## config.mk

```make
export PLATFORM = sky130hd
export DESIGN_NAME = lsnn_neuron_scheduler
export DESIGN_NICKNAME = d
export VERILOG_FILES = /design/src/rtl/lsnn_neuron_scheduler.sv
export SDC_FILE = /design/constraint.sdc
export NUM_CORES = 1
export LEC_CHECK = 0
export ABC_AREA = 1
export BUFFER_PORTS_ARGS = -buffer_cell sky130_fd_sc_hd__buf_2
export CAP_MARGIN = 20
export CORE_MARGIN = 2
export CORE_UTILIZATION = 50
export DETAILED_ROUTE_END_ITERATION = 12
export GPL_TIMING_DRIVEN = 0
export PLACE_DENSITY = 0.67
export SYNTH_ARGS = -nofsm -noshare
export SYNTH_HDL_FRONTEND = slang
export SYNTH_SLANG_ARGS = --single-unit
```

## constraint.sdc

```tcl
create_clock -name clk -period 10.7 [get_ports clk]
set_input_delay 1.605 -clock clk [delete_from_list [all_inputs] [get_ports clk]]
set_output_delay 1.605 -clock clk [all_outputs]
set_load 0.01 [all_outputs]
```

## src/rtl/lsnn_neuron_scheduler.sv

```systemverilog
// lsnn_neuron_scheduler
//   Time-multiplexes one adaptive leaky-integrate (LSNN) neuron datapath over
//   N_NEURONS virtual neurons. Per-neuron membrane (v), adaptation (a) and
//   threshold (thr) are held in internal register arrays.
//
//   Operation: a step_valid handshake in IDLE starts a sweep. For each neuron,
//   the current is fetched through cur_idx/cur_in, then the neuron is updated
//   and written back. The spike vector is published together with a
//   one-cycle step_done pulse when the sweep completes.
//
//   Optional feature: define LSNN_REFRACTORY_EN to add a per-neuron
//   refractory flag. A spiking neuron is reset to v=0. In the following sweep
//   it ignores its input, cannot spike, and decays its adaptation.
//
// Ports
//   clk, rst_n   clock, synchronous active-low reset
//   ena          global enable; low freezes FSM, counters, arrays, cur_idx
//   step_valid   request one timestep (accepted only in IDLE)
//   step_ready   high only in IDLE
//   cur_idx      index of the neuron whose current is requested
//   cur_in       current for cur_idx, registered at the end of FETCH
//   spikes       spike vector of the last completed step
//   step_done    one-cycle pulse when spikes has been updated
//   thr_sel      debug select
//   thr_out      threshold of neuron thr_sel (combinational array read)

module lsnn_neuron_scheduler #(
    parameter int unsigned N_NEURONS = 4,
    parameter int unsigned WIDTH     = 8,
    parameter int unsigned ALPHA     = 8,
    parameter int unsigned B0        = 8,
    localparam int unsigned IDXW     = $clog2(N_NEURONS)
) (
    input  logic                 clk,
    input  logic                 rst_n,
    input  logic                 ena,
    input  logic                 step_valid,
    output logic                 step_ready,
    output logic [IDXW-1:0]      cur_idx,
    input  logic [WIDTH-1:0]     cur_in,
    output logic [N_NEURONS-1:0] spikes,
    output logic                 step_done,
    input  logic [IDXW-1:0]      thr_sel,
    output logic [WIDTH-1:0]     thr_out
);

    // Arrays are sized to the full index range, so any thr_sel is a legal read.
    localparam int unsigned DEPTH = 1 << IDXW;
    localparam logic [IDXW-1:0]  LAST    = IDXW'(N_NEURONS - 1);
    localparam logic [WIDTH-1:0] ALPHA_W = WIDTH'(ALPHA);
    localparam logic [WIDTH-1:0] B0_W    = WIDTH'(B0);

    typedef enum logic [1:0] {IDLE, FETCH, UPDATE, DONE} state_t;

    state_t                state;
    logic [IDXW-1:0]       n;
    logic [WIDTH-1:0]      cur_reg;
    logic [N_NEURONS-1:0]  spike_shadow;

    logic [WIDTH-1:0] v_mem   [DEPTH];
    logic [WIDTH-1:0] a_mem   [DEPTH];
    logic [WIDTH-1:0] thr_mem [DEPTH];
`ifdef LSNN_REFRACTORY_EN
    logic [DEPTH-1:0] refr;
`endif

    // Datapath for neuron n.
    logic [WIDTH-1:0]     v_old, a_old, thr_old;
    logic [WIDTH:0]       v_sum, a_sum, thr_sum;
    logic [WIDTH-1:0]     v_new, v_wr, a_new, thr_new;
    logic                 spike;
    logic [N_NEURONS-1:0] shadow_next;

    function automatic logic [WIDTH-1:0] sat(input logic [WIDTH:0] s);
        return s[WIDTH] ? '1 : s[WIDTH-1:0];
    endfunction

    always_comb begin
        v_old   = v_mem[n];
        a_old   = a_mem[n];
        thr_old = thr_mem[n];
        v_sum   = {1'b0, cur_reg} + {1'b0, (v_old >> 1)};
        v_new   = sat(v_sum);
        spike   = (v_new >= thr_old);
        v_wr    = v_new;
`ifdef LSNN_REFRACTORY_EN
        if (refr[n]) begin
            v_new = '0;
            spike = 1'b0;
        end
        // A spiking neuron restarts from rest.
        v_wr = spike ? '0 : v_new;
`endif
        a_sum       = {1'b0, a_old} + {1'b0, (a_old >> 2)};
        a_new       = spike ? sat(a_sum) : (a_old >> 1) + (a_old >> 2);
        thr_sum     = {1'b0, B0_W} + {1'b0, a_new};
        thr_new     = sat(thr_sum);
        shadow_next = spike_shadow;
        shadow_next[n] = spike;
    end

    assign thr_out = thr_mem[thr_sel];

    always_ff @(posedge clk) begin
        if (!rst_n) begin
            state        <= IDLE;
            n            <= '0;
            cur_idx      <= '0;
            cur_reg      <= '0;
            spike_shadow <= '0;
            spikes       <= '0;
            step_done    <= 1'b0;
            step_ready   <= 1'b1;
            for (int unsigned i = 0; i < DEPTH; i++) begin
                v_mem[i]   <= '0;
                a_mem[i]   <= ALPHA_W;
                thr_mem[i] <= B0_W;
            end
`ifdef LSNN_REFRACTORY_EN
            refr <= '0;
`endif
        end else if (ena) begin
            case (state)
                IDLE: begin
                    if (step_valid) begin
                        n          <= '0;
                        cur_idx    <= '0;
                        step_ready <= 1'b0;
                        state      <= FETCH;
                    end
                end
                FETCH: begin
                    cur_reg <= cur_in;
                    state   <= UPDATE;
                end
                UPDATE: begin
                    v_mem[n]     <= v_wr;
                    a_mem[n]     <= a_new;
                    thr_mem[n]   <= thr_new;
                    spike_shadow <= shadow_next;
`ifdef LSNN_REFRACTORY_EN
                    // Set on spike; a refractory neuron cannot spike, so it clears.
                    refr[n] <= spike;
`endif
                    if (n == LAST) begin
                        // Publish on entry to DONE so spikes is valid
                        // in the same cycle as step_done.
                        spikes    <= shadow_next;
                        step_done <= 1'b1;
                        state     <= DONE;
                    end else begin
                        n       <= n + 1'b1;
                        cur_idx <= n + 1'b1;
                        state   <= FETCH;
                    end
                end
                DONE: begin
                    step_done  <= 1'b0;
                    step_ready <= 1'b1;
                    state      <= IDLE;
                end
                default: state <= IDLE;
            endcase
        end
    end

endmodule

```

==> run summary <==
The level count of the clock H-tree came out at 4. The non-filler instance count after layout came out at about 1,000. For the pin with the worst max-slew slack, the measured transition is 0.771 ns. The hold buffer count at cts is 0. The count of endpoints failing hold in the final timing report is 0. The largest registers in the layout are a_mem: 32 flops, thr_mem: 32 flops, v_mem: 28 flops.

The slack of the worst reg-to-reg path came out at 5.43 ns. For this run, design rule violations remaining after detail routing come to 0. The worst hold margin came out at 0.463 ns.

The post-layout instance area is around 0.0076 mm^2. The number of nets produced by synthesis is 812. The register bit count reported by yosys is between 100 and 150. The relative area change from synthesis to final layout is 15.4%.

The number of distinct standard cells referenced by the synthesized netlist came out at 38. Summed over its instances, the top area cell type makes up a little over two fifths of the synthesized netlist area. The floorplan step defined a core boundary enclosing 0.0127 mm^2. The worst hold path passes through 2 cells. The violation count after the first detailed-route iteration came out at 538. For this run the aggregate overflow at the end of global routing stands at 0. The kind of start point of the critical path is a flip-flop. The worst path needs 5.27 ns of the cycle, external delays included. The final number of max-transition violations came to 0. The data arrival time at the worst-slack endpoint is 5.41 ns. The setup path with the least slack is of type reg -> reg.

The number of placed instances, taps included, is roughly 970. The biggest area contributor in the post-synthesis netlist is edfxtp_1. Prior to clock tree synthesis, the placed netlist has a worst setup slack of between 5 and 6 ns. The number of antenna violations at the first check in global routing came to 0. The initial utilization of the core area, before any placement, comes to 51.5%. Entering global routing, the biggest net connects 24 pins. The number of standard cells after synthesis came out at between 700 and 800.

The number of rows created at floorplan came out at 41. The worst setup path is captured at a flip-flop. For the final routed database, the setup TNS stands at 0 ns. The synthesized area is 0.00656 mm^2. The final total power is 1.52 mW.

The worst min-delay path endpoint is step_ready. The count of buffers added on input and output ports is 28. The global routing usage summed across all routing layers came out at 25.8%. In this run the cell area measured after placement is 0.00698 mm^2. The fraction of the yosys area taken by sequential cells came out at 49.2%.

The dominant register cell in the synthesized netlist is edfxtp_1. The placed wire-length estimate after detailed placement came out at around 13 mm. The required time at the endpoint of the critical path is 10.84 ns.

In this run the clock root is driven by a clkbuf_16. The first detailed-routing pass ran for 7 iterations. The fraction of the core area covered by cells at the end of the flow is 59.5%. After detailed routing, the number of vias per cell comes to 5.61. The post-cts sizing count is 0. The leading cell type in the layout, fill and taps excluded is nand2_1. The number of post-CTS setup repair buffers came out at 0. The CTS tree is built. The number of cells on the worst reg-to-reg path is 25. The worst hold path belongs to the class reg -> reg. Leaving out fill and tap cells, the most frequent cells in the layout are nand2_1, nor2_1, edfxtp_1. The relative max-transition margin is 48.6%. In this run the most critical hold path is launched from step_ready. The number of global-route vias before repair is 5,523. The die span in y is 119 um.

The number of clock buffers added by TritonCTS is 17. The count of vias placed by the detailed router is between 5,000 and 6,000. No sink is reached through more buffers than the 2 on the longest clock path. Measured along the x axis, the die boundary spans approximately 120 um.

The global-route wire length before repair is 27.9 mm. The routed wire length per instance came out at 17.6 um. The standby leakage power came out at 3.29 nW.

The global placement routability congestion is 0.905. The number of enable flip-flop cells after synthesis came out at 92. The fraction of synthesis flops using an asynchronous set or reset pin is 0%. By area the synthesized netlist is led by edfxtp_1, nand2_1, dfxtp_1. The area of the die is 0.0140 mm^2. The endpoint identified for the worst register-to-register timing path is thr_mem[2][3]. The antenna diode count is 0.

Setup repair after global routing left no endpoint under its margin. The clock slew seen by the registers of the worst setup and hold paths is 0.05 ns. The worst-case IR drop observed on VDD is 133 uV. Setup slack closes at 5.43 ns. A synthesized cell averages approximately 8.6 um^2. Along the worst path, the maximum fanout reaches 10. After layout, the worst path uses 49.3% of the clock period. Setup violations remaining at the end of the flow were counted as 0.

The max-cap check violation count came out at 0. The clock latency of the later-clocked register in the worst-skew pair came out at 0.42 ns. The share of layout cells above drive strength 1 is 13.6%. The maximum achievable frequency is 190 MHz.

The count of nets left with antenna violations once routing finished came out at 0. The cell area power density came out at 201 mW/mm^2. The run finished with clean final reports. The worst clock skew came out at about 0.0070 ns. The count of pins on the block boundary came out at 30. Counting every sink on the clock net gives 115. The final layout contains routed wiring with a total length of 17.6 mm. After the last flow step, the layout net total stands at 863. The Yosys step of the flow raised 0 warnings.
## metal layers
| metal | GRT usage [%] | share of wire [%] | up-vias |
|---|---|---|---|
| met5 | 0 | 0 | - |
| met4 | 8.33 | 2.3 | 0 |
| met3 | 5.12 | 6.9 | 43 |
| met2 | 44.8 | 50 | 217 |
| met1 | 32.4 | 41 | 2671 |
| li1 | - | - | 2664 |
## kinds of logic after synthesis
| family | Yosys count | share of synthesized area (%) |
|---|---|---|
| flip-flops | 115 | 49.2 |
| AND/OR/NAND/NOR | 313 | 20.6 |
| AO/OA/AOI/OAI | 164 | 14.3 |
| buffers and inverters | 126 | 7.60 |
| XOR/XNOR | 8 | 1.07 |
| adder cells (fa/ha/maj) | 36 | 7.22 |
## cells in the mapped netlist (5+ instances only)
library cell  number
xor2_1             7
nand4_1            6
inv_2             14
a21oi_2            5
clkbuf_1          20
edfxtp_1          92
nand2_1          150
o22ai_1           24
ha_1              33
inv_1             84
nor2_1           110
dfxtp_1           23
buf_2              5
o21ai_0           60
nand3_1           23
a21oi_1           53
a32o_1             7
nor2_4             7
## report_power, final
part | internal [mW] | switching (mW) | total (mW)
clock | 0.340 | 0.206 | 0.545
combinational | 0.140 | 0.318 | 0.458
sequential | 0.507 | 0.0130 | 0.520
## worst max path at each step
stage,to,slack [ns],startpoint
4_1_cts,thr_mem[2][3],5.44,flip-flop
2_1_floorplan,thr_mem[3][5],6.50,flip-flop
5_1_grt,thr_mem[0][3],4.97,flip-flop
3_3_place_gp,thr_mem[2][3],5.54,flip-flop
6_report,thr_mem[2][3],5.43,flip-flop
3_5_place_dp,thr_mem[2][3],5.44,flip-flop
## critical path: stages (launching register included)
cell and delay, ns:
dfxtp_1 0.40, buf_6 0.17, clkbuf_1 0.43, o21ai_0 0.21
o22ai_1 0.18, ha_1 0.20, fa_1 0.22, nand3_1 0.09
nand2_1 0.11, a21oi_1 0.07, o21ai_1 0.19, nand2_1 0.09
a21oi_1 0.28, inv_1 0.18, nand3_1 0.25, ha_1 0.30
a21o_1 0.16, nor2_1 0.12, nand3_2 0.14, buf_4 0.22
nand2_1 0.07, nand2_1 0.12, inv_1 0.16, a21oi_1 0.08
a21oi_1 0.42, nand2_1 0.12
## layout make-up
type                    instances  area (um^2)
plain buffers                  28          130
clock buffers                  18          429
clock inverters                14          139
fillers                      1128         5160
inverters                      98          368
multi-input cells             521         2830
flip-flops and latches        115         3220
well taps                     172          215
repair buffers                 32          225
(Power assumes the default switching activity.)
